<file path="config.mk">
export PLATFORM = sky130hd
export DESIGN_NAME = debounce_bank
export DESIGN_NICKNAME = d
export VERILOG_FILES = /design/src/rtl/debounce_bank.sv
export SDC_FILE = /design/constraint.sdc
export NUM_CORES = 1
export LEC_CHECK = 0
export BUFFER_PORTS_ARGS = -buffer_cell sky130_fd_sc_hd__buf_2
export CORE_UTILIZATION = 60
export CTS_BUF_LIST = sky130_fd_sc_hd__clkbuf_8
export DETAILED_ROUTE_END_ITERATION = 10
export PLACE_DENSITY_LB_ADDON = 0.12
export SKIP_CTS_REPAIR_TIMING = 1
export SLEW_MARGIN = 20
export SYNTH_ARGS = -nofsm -noshare
export SYNTH_HDL_FRONTEND = slang
export SYNTH_SLANG_ARGS = --single-unit
</file>
<file path="constraint.sdc">
create_clock -name clk_in -period 4.7 [get_ports clk_in]
set_input_delay 0.235 -clock clk_in [delete_from_list [all_inputs] [get_ports clk_in]]
set_output_delay 0.235 -clock clk_in [all_outputs]
set_load 0.02 [all_outputs]
</file>
<file path="src/rtl/debounce_bank.sv">
`default_nettype none
// ============================================================================
//  Module      : debounce_bank
//  Description : Bank of CHANNELS independent switch debouncers. Each channel
//                has a private four-state FSM with lockout windows after
//                every accepted edge, plus a long-press detector. Registered
//                level, press, release and long-press outputs per channel.
//  Option      : define DEBOUNCE_BANK_SYNC_EN to insert a 2-flop
//                synchronizer on every sw_in bit (adds two edges of latency).
//  Revision    : 1.0 - initial release
// ============================================================================
module debounce_bank #(
    parameter int CHANNELS    = 4,
    parameter int HOLD_CYCLES = 32768,
    parameter int LONG_CYCLES = 8388608
) (
    input  logic                clk_in,
    input  logic                rst_in,
    input  logic [CHANNELS-1:0] sw_in,
    output logic [CHANNELS-1:0] sw_out,
    output logic [CHANNELS-1:0] press_pulse,
    output logic [CHANNELS-1:0] release_pulse,
    output logic [CHANNELS-1:0] hold_pulse,
    output logic                any_active
);

    // ------------------------------------------------------------------------
    // Timer sizing: must hold the larger of the two terminal counts plus the
    // saturation value LONG_CYCLES itself, so it never wraps.
    // ------------------------------------------------------------------------
    localparam int C_TIMER_MAX = (HOLD_CYCLES > LONG_CYCLES) ? HOLD_CYCLES : LONG_CYCLES;
    localparam int C_TIMER_W   = $clog2(C_TIMER_MAX + 1);

    localparam logic [C_TIMER_W-1:0] C_HOLD_LAST = C_TIMER_W'(HOLD_CYCLES - 1);
    localparam logic [C_TIMER_W-1:0] C_LONG_LAST = C_TIMER_W'(LONG_CYCLES - 1);
    localparam logic [C_TIMER_W-1:0] C_LONG_SAT  = C_TIMER_W'(LONG_CYCLES);
    localparam logic [C_TIMER_W-1:0] C_TIMER_ONE = C_TIMER_W'(1);

    typedef enum logic [1:0] {
        STABLE_0 = 2'd0,
        WAIT_1   = 2'd1,
        STABLE_1 = 2'd2,
        WAIT_0   = 2'd3
    } state_t;

    // ------------------------------------------------------------------------
    // Per-channel state
    // ------------------------------------------------------------------------
    state_t               state_q [CHANNELS];
    state_t               state_d [CHANNELS];
    logic [C_TIMER_W-1:0] timer_q [CHANNELS];
    logic [C_TIMER_W-1:0] timer_d [CHANNELS];

    logic [CHANNELS-1:0]  sw_out_q;
    logic [CHANNELS-1:0]  sw_out_d;
    logic [CHANNELS-1:0]  press_q;
    logic [CHANNELS-1:0]  press_d;
    logic [CHANNELS-1:0]  release_q;
    logic [CHANNELS-1:0]  release_d;
    logic [CHANNELS-1:0]  hold_q;
    logic [CHANNELS-1:0]  hold_d;

    // Level actually seen by the FSMs (synchronized or raw)
    logic [CHANNELS-1:0]  w_sample;

`ifdef DEBOUNCE_BANK_SYNC_EN
    // ------------------------------------------------------------------------
    // Two-flop synchronizer; both stages are cleared by reset so a switch
    // held through reset is seen as a fresh press afterwards.
    // ------------------------------------------------------------------------
    logic [CHANNELS-1:0] sync1_q;
    logic [CHANNELS-1:0] sync1_d;
    logic [CHANNELS-1:0] sync2_q;
    logic [CHANNELS-1:0] sync2_d;

    // Next values of the synchronizer chain
    always_comb begin
        sync1_d = sw_in;
        sync2_d = sync1_q;
    end

    // Synchronizer registers
    always_ff @(posedge clk_in or posedge rst_in) begin
        if (rst_in) begin
            sync1_q <= '0;
            sync2_q <= '0;
        end else begin
            sync1_q <= sync1_d;
            sync2_q <= sync2_d;
        end
    end

    assign w_sample = sync2_q;
`else
    // Raw input drives the FSMs directly; the caller guarantees sw_in is
    // already in the clk_in domain in this build.
    assign w_sample = sw_in;
`endif

    // ------------------------------------------------------------------------
    // Next-state, timer and pulse logic for every channel. Channels share
    // nothing but the loop; each one only reads its own sample bit.
    // ------------------------------------------------------------------------
    always_comb begin
        sw_out_d  = '0;
        press_d   = '0;
        release_d = '0;
        hold_d    = '0;
        for (int i = 0; i < CHANNELS; i++) begin
            state_d[i] = state_q[i];
            timer_d[i] = timer_q[i];

            case (state_q[i])
                STABLE_0: begin
                    timer_d[i] = '0;
                    if (w_sample[i]) begin
                        state_d[i] = WAIT_1;
                        press_d[i] = 1'b1;
                    end
                end

                WAIT_1: begin
                    // Lockout after a press: input ignored for HOLD_CYCLES
                    if (timer_q[i] == C_HOLD_LAST) begin
                        state_d[i] = STABLE_1;
                        timer_d[i] = '0;
                    end else begin
                        timer_d[i] = timer_q[i] + C_TIMER_ONE;
                    end
                end

                STABLE_1: begin
                    // Release is checked first so it wins over the long-press
                    // threshold when both land on the same edge.
                    if (!w_sample[i]) begin
                        state_d[i]   = WAIT_0;
                        timer_d[i]   = '0;
                        release_d[i] = 1'b1;
                    end else if (timer_q[i] != C_LONG_SAT) begin
                        // Saturating at LONG_CYCLES makes the long-press
                        // event fire at most once per visit.
                        timer_d[i] = timer_q[i] + C_TIMER_ONE;
                        if (timer_q[i] == C_LONG_LAST) begin
                            hold_d[i] = 1'b1;
                        end
                    end
                end

                WAIT_0: begin
                    // Lockout after a release: input ignored for HOLD_CYCLES
                    if (timer_q[i] == C_HOLD_LAST) begin
                        state_d[i] = STABLE_0;
                        timer_d[i] = '0;
                    end else begin
                        timer_d[i] = timer_q[i] + C_TIMER_ONE;
                    end
                end

                default: begin
                    state_d[i] = STABLE_0;
                    timer_d[i] = '0;
                end
            endcase

            // Debounced level follows the state being entered, so it changes
            // on the same edge as the press/release decision.
            sw_out_d[i] = (state_d[i] == WAIT_1) || (state_d[i] == STABLE_1);
        end
    end

    // ------------------------------------------------------------------------
    // State, timer and output registers; reset aborts any activity silently.
    // ------------------------------------------------------------------------
    always_ff @(posedge clk_in or posedge rst_in) begin
        if (rst_in) begin
            for (int i = 0; i < CHANNELS; i++) begin
                state_q[i] <= STABLE_0;
                timer_q[i] <= '0;
            end
            sw_out_q  <= '0;
            press_q   <= '0;
            release_q <= '0;
            hold_q    <= '0;
        end else begin
            for (int i = 0; i < CHANNELS; i++) begin
                state_q[i] <= state_d[i];
                timer_q[i] <= timer_d[i];
            end
            sw_out_q  <= sw_out_d;
            press_q   <= press_d;
            release_q <= release_d;
            hold_q    <= hold_d;
        end
    end

    // ------------------------------------------------------------------------
    // Outputs
    // ------------------------------------------------------------------------
    assign sw_out        = sw_out_q;
    assign press_pulse   = press_q;
    assign release_pulse = release_q;
    assign hold_pulse    = hold_q;
    assign any_active    = |sw_out_q;

endmodule
`default_nettype wire

</file>
== After elaboration in Yosys (flattened, before gate mapping) ==
Index checks and enable logic that the tools add are counted.
W data, S select, Z words.

* Bits of input ports: 6
* Logic and storage cells: 133
* Register bits after elaboration: 120
* Output and inout bits: 17

* Add/subtract/negate cells: 4
* Reductions and logical operators: 13
* Equal/unequal tests: 36
* Multiplexer cells: 68

{| class="wikitable"
|+ Operators with widths
! cell !! number
|-
| $mux W24 || 12
|-
| $pmux W24 S3 || 4
|-
| $add A24 B1 Y24 const B || 4
|-
| $eq A24 B15 Y1 const B || 4
|-
| $eq A24 B23 Y1 const B || 4
|-
| $ne A24 B24 Y1 const B || 4
|-
| $mux W1 || 32
|-
| $mux W2 || 16
|-
| $pmux W2 S4 || 4
|-
| $eq A2 B2 Y1 const B || 12
|-
| $eq A2 B1 Y1 const B || 8
|-
| $ne A3 B3 Y1 const B || 4
|-
| $logic_not A2 Y1 || 4
|-
| $reduce_or A2 Y1 || 4
|-
| $logic_or A1 B1 Y1 || 4
|-
| $reduce_or A4 Y1 || 1
|}

== Logic depth before layout (Yosys ltp) ==
* Depth after elaboration: 5
* Depth in mapped cells: 7
* Depth with buffers taken out: 6

== Worst setup path after synthesis ==
OpenSTA, ideal clock, no wires.

* Path kind: register to register
* Start: register timer_q[48] (netlist name)
* End: register timer_q[71] (netlist name)
* Slack: 2541 ps
* Stages on the path, launching flop included: 8
* Arrival time: 2029 ps
* Cell sequence: dfrtp_1 -> ha_1 -> and4_1 -> buf_4 -> or4b_4 -> o41ai_4 -> buf_6 -> a21oi_1

* Word-level cells in the longest chain between the ends: 4
* Elaborated cells on any way between the ends: 8
* Classes of those cells: 1 x add/sub; 3 x eq/ne; 4 x mux

{| class="wikitable"
|+ Ends and longest elaborated chain
! element !! RTL line !! source
|-
| start, declared || 51 || <nowiki>logic [C_TIMER_W-1:0] timer_q [CHANNELS];</nowiki>
|-
| start signal, assigned by index || 187 || <nowiki>timer_q[i] <= timer_d[i];</nowiki>
|-
| $add A24 B1 Y24 || 128, 142, 155 ||
|-
| $mux W24 || 139 || <nowiki>end else if (timer_q[i] != C_LONG_SAT) begin</nowiki>
|-
| $mux W24 || 135 || <nowiki>if (!w_sample[i]) begin</nowiki>
|-
| $pmux W24 S3 || 113 || <nowiki>case (state_q[i])</nowiki>
|}

Parallel ways exist; a longest one is shown, timed or not. The select of a mux whose other input is x is not followed.
A chain may end at the register's enable or synchronous reset.

== Final worst setup path ==
* Start: register timer_q[72] (netlist name)
* End: register timer_q[73] (netlist name)

The elaborated chain is that of the path after synthesis.

==> flow_summary_export.csv <==
group,metric,value,unit
die,dieWidth,103,um
detailed_routing,drt_wl_total,12600,um
placed_design,gp_congestion,0.872,
layout,n_antenna_cell,0,
timing,slew_viol_final,0,
cts,cts_buffer_depth,2,
timing,period_minus_slack,2.84,ns
timing,rsz0062_at_grt,"no",
timing,hold_violations,5,
detailed_routing,vias,4914,
placed_design,dp_slack,1.87,ns
worst_hold_path,hp-class,"in -> async",
timing,timing.hold.ws,-0.00103,ns
worst_setup_path,crit_family,"compound AO/OA/AOI/OAI gates",
layout,drive_gt1_share,10.1,%
worst_setup_path,rr_worst_depth,6,
synth,netlist_area,0.00617,sq mm
timing,skew,0.00938,ns
timing,clock.fmax,0.352,GHz
worst_setup_path,critPathKind,"reg -> reg",
cts,htree_levels,4,
synth,synth_edf_count,0,
timing,fin_crit_sh,60.5,%
worst_setup_path,worstPathArrival,3.16,ns
die,die_h,103,um
timing,finalSetupTns,0,ns
synth,syn_nets,661,
pwr,p_leak,2.94,nW
worst_setup_path,cp.required,5.02,ns
global_route,grt_pass1_wl,21800,um
placed_design,port_buffers,22,
layout,multi_input_area,0.00294,sq mm
synth,synthCells,647,
global_route,grt_pass1_vias,4738,
cts,clock_latency,0.44,ns
worst_setup_path,crit_path_max_incr_delay,0.95,ns
run_status,violations,"hold timing",
cts,cts.clk_slew.worst_paths,0.07,ns
cts,cts_made_buffers,17,
synth,async_flop_share,100,%
synth,syn_avg_cell_area,9.53,sq um
timing,setup_viol,0,
worst_setup_path,crit_cells,6,
worst_setup_path,slowest_stage,"o22ai_1",
pwr,p_per_area,376,mW/mm^2
synth,synth_flop_cell,"dfrtp_1",
detailed_routing,final_antenna_net_count,0,
cts,cts_root_buffer,"clkbuf_8",
pwr,peakVddDrop,0.000378,V
timing,slew_headroom,30.2,%
placed_design,dp_hpwl,8290,um
die,core_area,0.00986,sq mm
cts,cts_tree,"built",
detailed_routing,vias_per_cell,6.03,
job,maxCapViolations,0,
detailed_routing,first_pass_iters,4,
synth,yosysWarnings,0,
layout,nNetsFinal,683,
layout,area.growth.synth_to_final,10.7,%
global_route,track_usage,26.8,%
worst_setup_path,timing.critical_path.cells,"ha_1 > nand3_1 > nand4b_1 > o22ai_1 > buf_4 > o31ai_1",
global_route,gr-total-overflow,0,
global_route,grt_max_degree,77,
die,floorplan.initialDensity,62.5,%
timing,tightest_slew,1.05,ns
synth,yosysSeqAreaShare,48.7,%
worst_setup_path,cp_num_buf_inv,1,
detailed_routing,drtIter0Drc,220,
global_route,antenna_found_initial,0,
synth,ys_types,47,
layout,n_fill_cell,764,
die,fp-row-count,36,
timing,finalWorstSetupSlack,1.86,ns
die,die_area,0.0107,sq mm
detailed_routing,routedWlPerCell,15.4,um
worst_setup_path,worstSetupStartpointType,"flop",
worst_setup_path,cp_max_fo,13,
cts,cts.sinks,120,
detailed_routing,drc,0,
synth,ys_seq_elements,120,
worst_setup_path,critPathCaptureType,"flop",
run_status,status,"complete, but fails checks",
layout,seqCellArea,0.00300,sq mm
die,io-pin-count,23,
[report_power, final]
part	switching [mW]	internal, mW
Combinational	0.152	0.111
Clock	0.419	0.655
Sequential	0.119	1.11
[stage by stage]
stage | utilization, % | power, mW | cell area, sq um | hold slack, ns | instances
floorplan | - | 1.43 | 6170 | 0.305 | 647
global placement | 64.3 | 1.49 | 6350 | 0.455 | 781
detailed placement | 64.5 | 1.50 | 6360 | 0.459 | 782
CTS | 69.1 | 2.59 | 6820 | -0.0182 | 814
global route | 69.2 | 2.69 | 6830 | 0.00832 | 815
finish | 69.2 | 2.57 | 6830 | -0.00103 | 815
[kinds of logic (layout without fill, tap and decap cells)]
logic type      count (synthesis)  count (layout)  share of synthesized area (%)
fa+ha+maj                       8               8                           1.62
buf+inv                        52              87                           3.69
simple gates                  308             308                           28.2
mux                             3               3                          0.487
compound gates                103             103                           9.82
flops                         120             120                           48.7
xor+xnor                       53              53                           7.53
[cells in the mapped netlist, types with 2 or more instances]
| master | n | area share, % |
|---|---|---|
| nand2b_1 | 3 | 0.30 |
| nor2_1 | 62 | 3.8 |
| xor2_1 | 31 | 4.4 |
| nand4_1 | 34 | 3.4 |
| nor2b_1 | 4 | 0.41 |
| or2_2 | 2 | 0.20 |
| nor4_1 | 22 | 2.2 |
| and3_1 | 6 | 0.61 |
| o22ai_1 | 2 | 0.20 |
| or4_1 | 16 | 1.9 |
| ha_1 | 8 | 1.6 |
| and2_1 | 4 | 0.41 |
| inv_1 | 28 | 1.7 |
| nor3_1 | 18 | 1.5 |
| nand4b_1 | 2 | 0.28 |
| nand3b_1 | 4 | 0.49 |
| xnor2_1 | 22 | 3.1 |
| nor3b_1 | 6 | 0.73 |
| o31ai_1 | 9 | 1.1 |
| buf_2 | 5 | 0.41 |
| nand2_1 | 37 | 2.3 |
| or4b_2 | 2 | 0.32 |
| mux2i_1 | 3 | 0.49 |
| nand3_1 | 30 | 2.4 |
| o2bb2ai_1 | 2 | 0.28 |
| and4_1 | 13 | 1.8 |
| o21bai_1 | 3 | 0.37 |
| clkbuf_1 | 15 | 0.91 |
| o221ai_1 | 2 | 0.28 |
| o21ai_0 | 37 | 3.0 |
| buf_6 | 3 | 0.55 |
| and3b_1 | 2 | 0.28 |
| dfrtp_1 | 120 | 49 |
| nor4b_1 | 2 | 0.28 |
| or3_1 | 35 | 3.5 |
| a21oi_1 | 42 | 3.4 |
[worst reg2reg max path: cells and delay by family, from the launching register on]
| kind | cells | cell delay (ns) |
|---|---|---|
| adder cells (fa/ha/maj) | 1 | 0.19 |
| AND/OR/NAND/NOR | 2 | 0.74 |
| AO/OA/AOI/OAI | 2 | 1.05 |
| flip-flops | 1 | 0.42 |
| buffers and inverters | 1 | 0.34 |
[layout make-up]
type                       instances  area share (%)
multi-input combinational        475            43.0
clock inverter                    13            2.93
tap                              133            2.44
timing repair buffer              27            2.25
inverter                          28            1.58
clock buffer                      19            3.83
sequential                       120            44.0
[cells in the final DEF, fill, tap and decap left out, drive strengths merged, types with 8 or more instances in the layout]
master,n
nand2,37
nor3,18
o21ai,37
ha,8
xor2,31
xnor2,22
or3,35
o31ai,9
clkbuf,19
or4,16
nor2,62
a21oi,42
nand3,30
and4,13
nor4,23
nand4,35
buf,26
inv,28
dfrtp,120
[flip-flops by register name (all words and copies together) (netlist names)]
name           count
hold_pulse         4
press_pulse        4
release_pulse      4
state_q            8
sw_out             4
timer_q           96
[final timing paths]
| kind | startpoint | to | slack, ns |
|---|---|---|---|
| hold / removal | rst_in | timer_q[47]$_DFFE_PP0P_ | -0.001 |
| max in group asynchronous | rst_in | timer_q[20]$_DFFE_PP0P_ | 3.62 |
| hold reg to reg | timer_q[47]$_DFFE_PP0P_ | hold_pulse[2]$_DFF_PP0_ | 0.52 |
| setup reg to reg | timer_q[72]$_DFFE_PP0P_ | timer_q[73]$_DFFE_PP0P_ | 1.86 |
| min in group clk_in | sw_in[3] | release_pulse[3]$_DFF_PP0_ | 0.03 |
| setup / recovery | timer_q[72]$_DFFE_PP0P_ | timer_q[73]$_DFFE_PP0P_ | 1.86 |
[metal layers]
layer  GRT usage [%]  routed length (um)
met1            35.5                5970
met2            42.0                6060
met3            7.19                 410
met4            10.8                 148
met5               0                   0
Note: power is estimated with default switching activity, not from simulation.
